File: src/rtl/mem_lsu_pkg.sv
// mem_lsu_pkg: size encodings and FSM state type shared by the load/store unit
package mem_lsu_pkg;
  localparam logic [1:0] SZ_BYTE = 2'b00;
  localparam logic [1:0] SZ_HALF = 2'b01;
  localparam logic [1:0] SZ_WORD = 2'b10;
  typedef enum logic [2:0] {IDLE, LOAD, RMW_RD, WRITE, DONE} state_t;
endpackage

File: src/rtl/mem_lsu_lane.sv
// mem_lsu_lane: little-endian lane extract/extend for loads and lane merge for stores (word_i, wd_i, off_i, size_i, sign_i -> ld_o, st_o)
module mem_lsu_lane
  import mem_lsu_pkg::*;
#(
  parameter int S = 32
) (
  input  logic [S-1:0] word_i,
  input  logic [15:0]  wd_i,
  input  logic [1:0]   off_i,
  input  logic [1:0]   size_i,
  input  logic         sign_i,
  output logic [S-1:0] ld_o,
  output logic [S-1:0] st_o
);
  logic [7:0]  b;
  logic [15:0] h;
  assign b = word_i[{off_i, 3'b000} +: 8];
  assign h = word_i[{off_i[1], 4'b0000} +: 16];
  assign ld_o = size_i[1] ? word_i :
                size_i[0] ? {{(S-16){sign_i & h[15]}}, h} : {{(S-8){sign_i & b[7]}}, b};
  always_comb begin
    st_o = word_i;
    if (size_i == SZ_BYTE) st_o[{off_i, 3'b000} +: 8] = wd_i[7:0];
    else if (size_i == SZ_HALF) st_o[{off_i[1], 4'b0000} +: 16] = wd_i;
  end
endmodule

File: src/rtl/mem_lsu.sv
// mem_lsu: req/busy/done load/store unit with sub-word RMW stores; ports clk, rst, req, we, size, sign, addr, wdata -> rdata, busy, done, err; memory side a, din, mread, mwrite, dout; LSU_ERR_CHECK_EN enables misalignment errors
module mem_lsu
  import mem_lsu_pkg::*;
#(
  parameter int S = 32,
  parameter int L = 256
) (
  input  logic                 clk,
  input  logic                 rst,
  input  logic                 req,
  input  logic                 we,
  input  logic [1:0]           size,
  input  logic                 sign,
  input  logic [$clog2(L)+1:0] addr,
  input  logic [S-1:0]         wdata,
  output logic [S-1:0]         rdata,
  output logic                 busy,
  output logic                 done,
  output logic                 err,
  output logic [$clog2(L)-1:0] a,
  output logic [S-1:0]         din,
  output logic                 mread,
  output logic                 mwrite,
  input  logic [S-1:0]         dout
);
  localparam int AW = $clog2(L);
  state_t          state_q, state_d;
  logic [AW-1:0]   a_q;
  logic [S-1:0]    din_q, rdata_q, ld, st;
  logic [15:0]     wdata_q;
  logic [1:0]      off_q, size_q;
  logic            sign_q, mis, acc;
  assign acc = (state_q == IDLE) && req;
`ifdef LSU_ERR_CHECK_EN
  logic err_q;
  assign mis = ((size == SZ_HALF) && addr[0]) || (size[1] && (addr[1:0] != 2'b00));
  always_ff @(posedge clk or posedge rst)
    if (rst) err_q <= 1'b0;
    else if (acc) err_q <= mis;
  assign err = err_q && done;
`else
  assign mis = 1'b0;
  assign err = 1'b0;
`endif
  mem_lsu_lane #(.S(S)) u_lane (
    .word_i(dout), .wd_i(wdata_q), .off_i(off_q), .size_i(size_q), .sign_i(sign_q),
    .ld_o(ld), .st_o(st)
  );
  always_ff @(posedge clk or posedge rst)
    if (rst) state_q <= IDLE;
    else state_q <= state_d;
  always_comb begin
    state_d = state_q;
    case (state_q)
      IDLE:    if (req) state_d = mis ? DONE : !we ? LOAD : size[1] ? WRITE : RMW_RD;
      LOAD:    state_d = DONE;
      RMW_RD:  state_d = WRITE;
      WRITE:   state_d = DONE;
      default: state_d = IDLE;
    endcase
  end
  always_ff @(posedge clk or posedge rst)
    if (rst) begin
      a_q     <= '0;
      din_q   <= '0;
      rdata_q <= '0;
      wdata_q <= '0;
      off_q   <= '0;
      size_q  <= '0;
      sign_q  <= 1'b0;
    end else begin
      if (acc) begin
        a_q     <= addr[AW+1:2];
        off_q   <= addr[1:0];
        size_q  <= size;
        sign_q  <= sign;
        wdata_q <= wdata[15:0];
        if (we && size[1] && !mis) din_q <= wdata;
      end
      if (state_q == RMW_RD) din_q <= st;
      if (state_q == LOAD) rdata_q <= ld;
    end
  assign a      = a_q;
  assign din    = din_q;
  assign rdata  = rdata_q;
  assign busy   = state_q != IDLE;
  assign done   = state_q == DONE;
  assign mread  = (state_q == LOAD) || (state_q == RMW_RD);
  assign mwrite = state_q == WRITE;
endmodule

File: config.mk
export PLATFORM = sky130hd
export DESIGN_NAME = mem_lsu
export DESIGN_NICKNAME = d
export VERILOG_FILES = /design/src/rtl/mem_lsu_pkg.sv /design/src/rtl/mem_lsu_lane.sv /design/src/rtl/mem_lsu.sv
export SDC_FILE = /design/constraint.sdc
export NUM_CORES = 1
export LEC_CHECK = 0
export CAP_MARGIN = 20
export CORE_ASPECT_RATIO = 0.6
export CORE_MARGIN = 10
export CORE_UTILIZATION = 52
export DETAILED_ROUTE_END_ITERATION = 12
export HOLD_SLACK_MARGIN = 0.08
export PLACE_DENSITY = 0.93
export SYNTH_ARGS = -nofsm -noshare
export SYNTH_HDL_FRONTEND = slang
export SYNTH_HIERARCHICAL = 1
export SYNTH_SLANG_ARGS = --single-unit
File: constraint.sdc
create_clock -name clk -period 4.9 [get_ports clk]
set_input_delay 0.49 -clock clk [delete_from_list [all_inputs] [get_ports clk]]
set_output_delay 0.49 -clock clk [all_outputs]
set_load 0.005 [all_outputs]
==> run summary, run 1 <==
Via count - 5260
Clock buffer depth - 2
Largest net degree at the start of global routing - 52
Hpwl dp - 14900 µm
Number of enable flip-flop cells after synthesis - 0
Vias per cell - 6.54
Chip width - 154 µm
#FFs+latches synth - 96
Core ar. - 10600 µm²
Max incr delay on CP - 770 ps
DRT Wirelength - 19900 µm
Max Slew Vio Count - 0
Area of the multi-input gates - 2930 µm²
CP max stage cell - nor3b_4
TritonCTS clock tree - yes
Die Y - 101 µm
CP delay by family, top - simple AND/OR/NAND/NOR gates
Final Hold Slack - 483 ps
Commonest non-fill, non-tap cell in the layout - clkdlybuf4s50_1
Fin. Hold Viols - 0
WP data arrival - 3100 ps
Unrepaired setup endpoints after global routing - no
Sequential share of the synthesized area - 42.7%
Power density cells - 695 nW/µm²
Gp weighted congestion - 0.951
DRC - 0
WL/cell - 24.7 µm
Crit path top cell by count - a221o_1
Most frequent cells in the layout - 156 x clkdlybuf4s50_1, 96 x dfrtp_1, 58 x a22o_1
Final Skew - 8.37 ps
Crit-path max FO - 41
Post-route ant nets - 0
Area Growth Syn to Fin - 33.1%
Final net count - 746
Max Cap Viol - 0
PostCTS Resize Cnt - 0
# fillers - 746
CTS buffer count - 9
Worst path cell trace - buf_4 -> nor3b_4 -> and4b_1 -> a221o_1 -> a22o_1 -> a221o_1
Drt initial violations - 743
Min Tclk post-route - 2830 ps
Post-Syn Instances - 528
Vias in the first global route - 5274
FF+latch area - 2400 µm²
Worst setup EP type - flop
Total track usage - 24.5%
Static Leakage - 3.12 nW
Cell Area, Synth - 5620 µm²
Post-synth cell types - 44
Setup Buffers After CTS - 0
Crit path buf inv count - 1
Clock sinks - 96
First-pass GRT wire length - 30400 µm
CTS root buf - clkbuf_16
Initial antenna violation count - 0
Clock Latency Late Sink - 340 ps
Clk slew on worst S/H paths - 60 ps
Worst Hold Class - flop to flop
Cell row count - 29
Syn Area/Cell - 10.6 µm²
VDD IR-drop max - 471 µV
CP startpoint kind - flop
Die area - 15500 µm²
Post-synthesis async set-or-reset flop share - 100%
Initial Util - 53.2%
Outcome - complete, no violations
Overflow after GRT - 0
Final setup TNS - 0 ps
Hold Buf Count CTS - 0
I/O Pins - 158
H-tree levels - 3
Antenna Cells - 0
Setup violators final - 0
Critical Path RT - 5180 ps
Syn. warnings - 6
Final core occ - 70.8%
Syn nets - 614
Fmax - 354 MHz
Slew @ Worst Pin - 1060 ps
Slew HR - 29.3%
Share of cells above drive strength 1 - 9.62%
Period utilization - 57.7%
Top_reg_cell synth - dfrtp_1
Crit Path Class - flop to flop
# port buffers - 156
Pre-antenna DRT Iters - 9
layout make-up:
class	instances	area share [%]
Clock inverter	2	0.518
Inverter	7	0.368
Multi-Input combinational cell	377	39.1
Clock buffer	14	3.40
Sequential cell	96	32.1
Timing Repair Buffer	169	22.2
Tap cell	139	2.32
cells by family (layout without fill, tap and decap cells):
family                     Yosys count  in the layout  share of synthesized area, %
buffers and inverters               55            192                          5.39
other                                1              1                        0.0667
AOI/OAI and AO/OA                  176            176                          24.7
DFF                                 96             96                          42.7
muxes                               72             72                          14.6
xor gates and xnor gates             1              1                         0.156
and+or+nand+nor                    122            122                          11.2
adders and majority gates            5              5                          1.11
path summary, 6_finish.rpt:
| kind | from | endpoint | slack, ps | cells after the start |
|---|---|---|---|---|
| min in group asynchronous | rst | a[0] | 600 | 2 |
| min reg2reg | rdata[31] | rdata[31] | 480 | 1 |
| min | rdata[31] | rdata[31] | 480 | 1 |
| max in group asynchronous | rst | din[18] | 3180 | 3 |
| max reg2reg | size_q[1] | din[26] | 2070 | 6 |
| max | size_q[1] | din[26] | 2070 | 6 |
cells in the mapped netlist, drive strengths merged, types with 2 or more instances:
cell type   n  area, µm²
dfrtp      96       2400
mux2       70        788
a22o       58        508
nand2      51        191
o21ai      44        220
buf        31        213
a221o      28        280
a32oi      19        166
and2       19        119
clkbuf     17       63.8
nand3      17       85.1
nor3b      12        106
a22oi      10       80.1
nor2       10       37.5
inv         7       26.3
o221ai      7       61.3
ha          5       62.6
nor2b       4       25.0
a21oi       3       15.0
a32o        2       20.0
mux2i       2       32.5
nand2b      2       12.5
nor3        2       15.0
o21bai      2       15.0
or2         2       12.5
through the flow:
stage | area (µm²) | std cells | setup slack [ps] | total power [mW]
after floorplan | 5620 | 528 | 1900 | 3.24
after global placement | 7180 | 787 | 2280 | 4.32
after detailed placement | 7180 | 787 | 2200 | 4.44
after CTS | 7470 | 803 | 2200 | 5.15
after global routing | 7480 | 804 | 2060 | 5.49
final | 7480 | 804 | 2070 | 5.20
registers in the layout, indices dropped and copies added, names as in the netlist:
register	flops
wdata_q	16
din	32
a	8
rdata	32
state_q	3
off_q	2
size_q	2
sign_q	1
metal layers:
layer	wire length, µm	share of wire, %	track usage, %	vias to the layer above
met3	2370	12	7.72	42
met2	8560	43	36.1	387
met5	0	0	0	-
li1	-	-	-	2289
met4	306	1.5	5.42	0
met1	8620	43	34.4	2542
worst register-to-register path: cells and delay by family, from the launching register on:
| kind | cells | cell delay [ps] |
|---|---|---|
| AND/OR/NAND/NOR | 2 | 1360 |
| flip-flops | 1 | 530 |
| AO/OA/AOI/OAI | 3 | 520 |
| buffers and inverters | 1 | 350 |
power breakdown:
group          total (mW)  internal [mW]  switching (mW)
clock network       0.709          0.412           0.297
registers            1.58           1.19           0.389
logic                2.91           1.51            1.40
total                5.20           3.11            2.09
Note: power is estimated with default switching activity, not from simulation.
==> run 2: changes to the inputs <==
CORE_UTILIZATION = 49   (was 52)
PLACE_DENSITY = 0.89   (was 0.93)
clock period = 2.7 ns   (was 4.9 ns; I/O delays follow)
==> run summary, run 2 (synthesized netlist as in run 1, its figures left out) <==
DRC - 0 (unchanged)
Area of the multi-input gates - 2930 µm² (unchanged)
Final Skew - 5.09 ps (-3.28 ps)
Largest net degree at the start of global routing - 46 (-12%)
Drt initial violations - 511 (-31%)
Hpwl dp - 15500 µm (+4.5%)
Area Growth Syn to Fin - 35.4%
Vias in the first global route - 5389 (+2.2%)
Reg2Reg Capture Point - din[22]
Period utilization - 89.8% (+32 points)
Clock sinks - 96 (unchanged)
Die area - 16300 µm² (+5.1%)
Reg-to-Reg Start - off_q[0]
FF+latch area - 2400 µm² (unchanged)
Worst path cell trace - inv_1 -> ha_1 -> nor3b_1 -> a32o_1 -> a22o_1 -> a22o_1 -> a221o_1
Setup violators final - 0 (unchanged)
Crit path top cell by count - a22o_1
Initial Util - 49.9% (-3.3 points)
Cell area after layout - 7610 µm² (+1.7%)
CP startpoint kind - flop
Clock buffer depth - 2 (unchanged)
H-tree levels - 3 (unchanged)
Clock Latency Late Sink - 340 ps (about the same)
Final setup TNS - 0 ps (unchanged)
WP data arrival - 2640 ps (-460 ps)
Crit-path max FO - 9 (-78%)
Initial antenna violation count - 0 (unchanged)
I/O Pins - 158 (unchanged)
Final worst setup slack - 276 ps (-1800 ps)
Fin. Hold Viols - 0 (unchanged)
Static Leakage - 3.19 nW (+2.2%)
Setup Buffers After CTS - 0 (unchanged)
Critical Path RT - 2920 ps (-2260 ps)
Cell row count - 30 (+3.4%)
# port buffers - 156 (unchanged)
Final net count - 760 (+1.9%)
Place WS - 317 ps (-1880 ps)
Slew HR - 34.2% (+5.0 points)
WL/cell - 24.7 µm (-0.13%)
Commonest non-fill, non-tap cell in the layout - clkdlybuf4s50_1
Most frequent cells in the layout - 156 x clkdlybuf4s50_1, 96 x dfrtp_1, 58 x a22o_1
PostCTS Resize Cnt - 0 (unchanged)
Die Y - 103 µm (+2.4%)
Clk slew on worst S/H paths - 70 ps (about the same)
Antenna Cells - 0 (unchanged)
Outcome - complete, no violations
Overflow after GRT - 0 (unchanged)
Core ar. - 11300 µm² (+6.6%)
Fin cells - 822 (+2.2%)
Placed Cells - 807 (+2.5%)
Unrepaired setup endpoints after global routing - no
Gp weighted congestion - 0.938 (-1.4%)
Reg2Reg Setup Slack - 280 ps (-1800 ps)
TritonCTS clock tree - yes
Post-route ant nets - 0 (unchanged)
Critical path origin - off_q[0]
DP Area - 7310 µm² (+1.9%)
VDD IR-drop max - 523 µV (+11%)
Final Hold Slack - 398 ps (-84.6 ps)
Max Slew Vio Count - 0 (unchanged)
Worst Reg2Reg Path Length in Cells - 7 (+1)
CP max stage cell - dfrtp_1
Fmax - 413 MHz (+17%)
Pre-antenna DRT Iters - 5 (-4)
CTS root buf - clkbuf_16
First-pass GRT wire length - 31400 µm (+3.2%)
CTS buffer count - 9 (unchanged)
DRT Wirelength - 20300 µm (+2.1%)
Vias per cell - 6.39 (-2.4%)
Chip width - 158 µm (+2.6%)
Share of cells above drive strength 1 - 11.8% (+2.2 points)
End point of the critical path - din[22]
Worst setup EP type - flop
# fillers - 836 (+12%)
Crit Path Class - flop to flop
Via count - 5250 (-0.19%)
Min Tclk post-route - 2420 ps (-403 ps)
Worst Hold Class - input port to asynchronous set/reset pin
Power density cells - 1260 nW/µm² (+81%)
Max incr delay on CP - 510 ps (-260 ps)
Total track usage - 24.7% (+0.14 points)
Max Cap Viol - 0 (unchanged)
Slew @ Worst Pin - 986 ps (-74.7 ps)
Hold Buf Count CTS - 0 (unchanged)
-- run 2: changes by cell type in the layout (fill, tap and decap cells not counted), sizes merged --
| cell | delta |
|---|---|
| clkinv | -2 |
| buf | +14 |
| clkinvlp | +3 |
| clkbuf | -3 |
| inv | +1 |
-- run 2: metrics by stage --
stage	total power, mW	utilization, %
floorplan	5.88	-
global route	10.2	67.6
CTS	9.56	67.6
finish	9.58	67.6
global placement	8.04	65.0
detailed placement	8.23	65.0
-- run 2: how the worst min path moves through the flow --
| stage | start | to | depth (start not counted) |
|---|---|---|---|
| 3_5_place_dp | a[0] | a[0] | 1 |
| 4_1_cts | rst | wdata_q[9] | 2 |
| 3_3_place_gp | rdata[6] | rdata[6] | 1 |
| 6_report | rst | din[9] | 2 |
| 5_1_grt | rst | wdata_q[9] | 2 |
| 2_1_floorplan | addr[2] | a[0] | 1 |
-- run 2: final cells by class --
type,instances,share of cell area [%]
flip-flops and latches,96,31.6
clock buffers,11,3.19
repair buffers,183,23.3
well taps,144,2.37
clock inverters,4,0.707
inverters,7,0.395
multi-input cells,377,38.4
-- run 2: worst max-delay path, delay by kind of cell (launching register included) --
kind	cells	cell delay (ps)
simple gates	1	160
buf+inv	1	160
compound gates	4	1120
flops	1	510
fa+ha+maj	1	360
-- run 2: power by group --
part	internal (mW)	total [mW]	leakage [nW]	switching, mW
logic	2.84	5.46	1.89	2.61
clock network	0.742	1.29	0.138	0.550
registers	2.16	2.83	1.16	0.668
-- run 2: routing by layer --
layer  vias to the layer above  global-route usage [%]  routed length (µm)
li1                       2316                       -                   -
met1                      2596                    34.6                9190
met2                       319                    36.7                8610
met3                        19                    7.71                2260
met4                         0                    4.68                 214
met5                         -                       0                   0
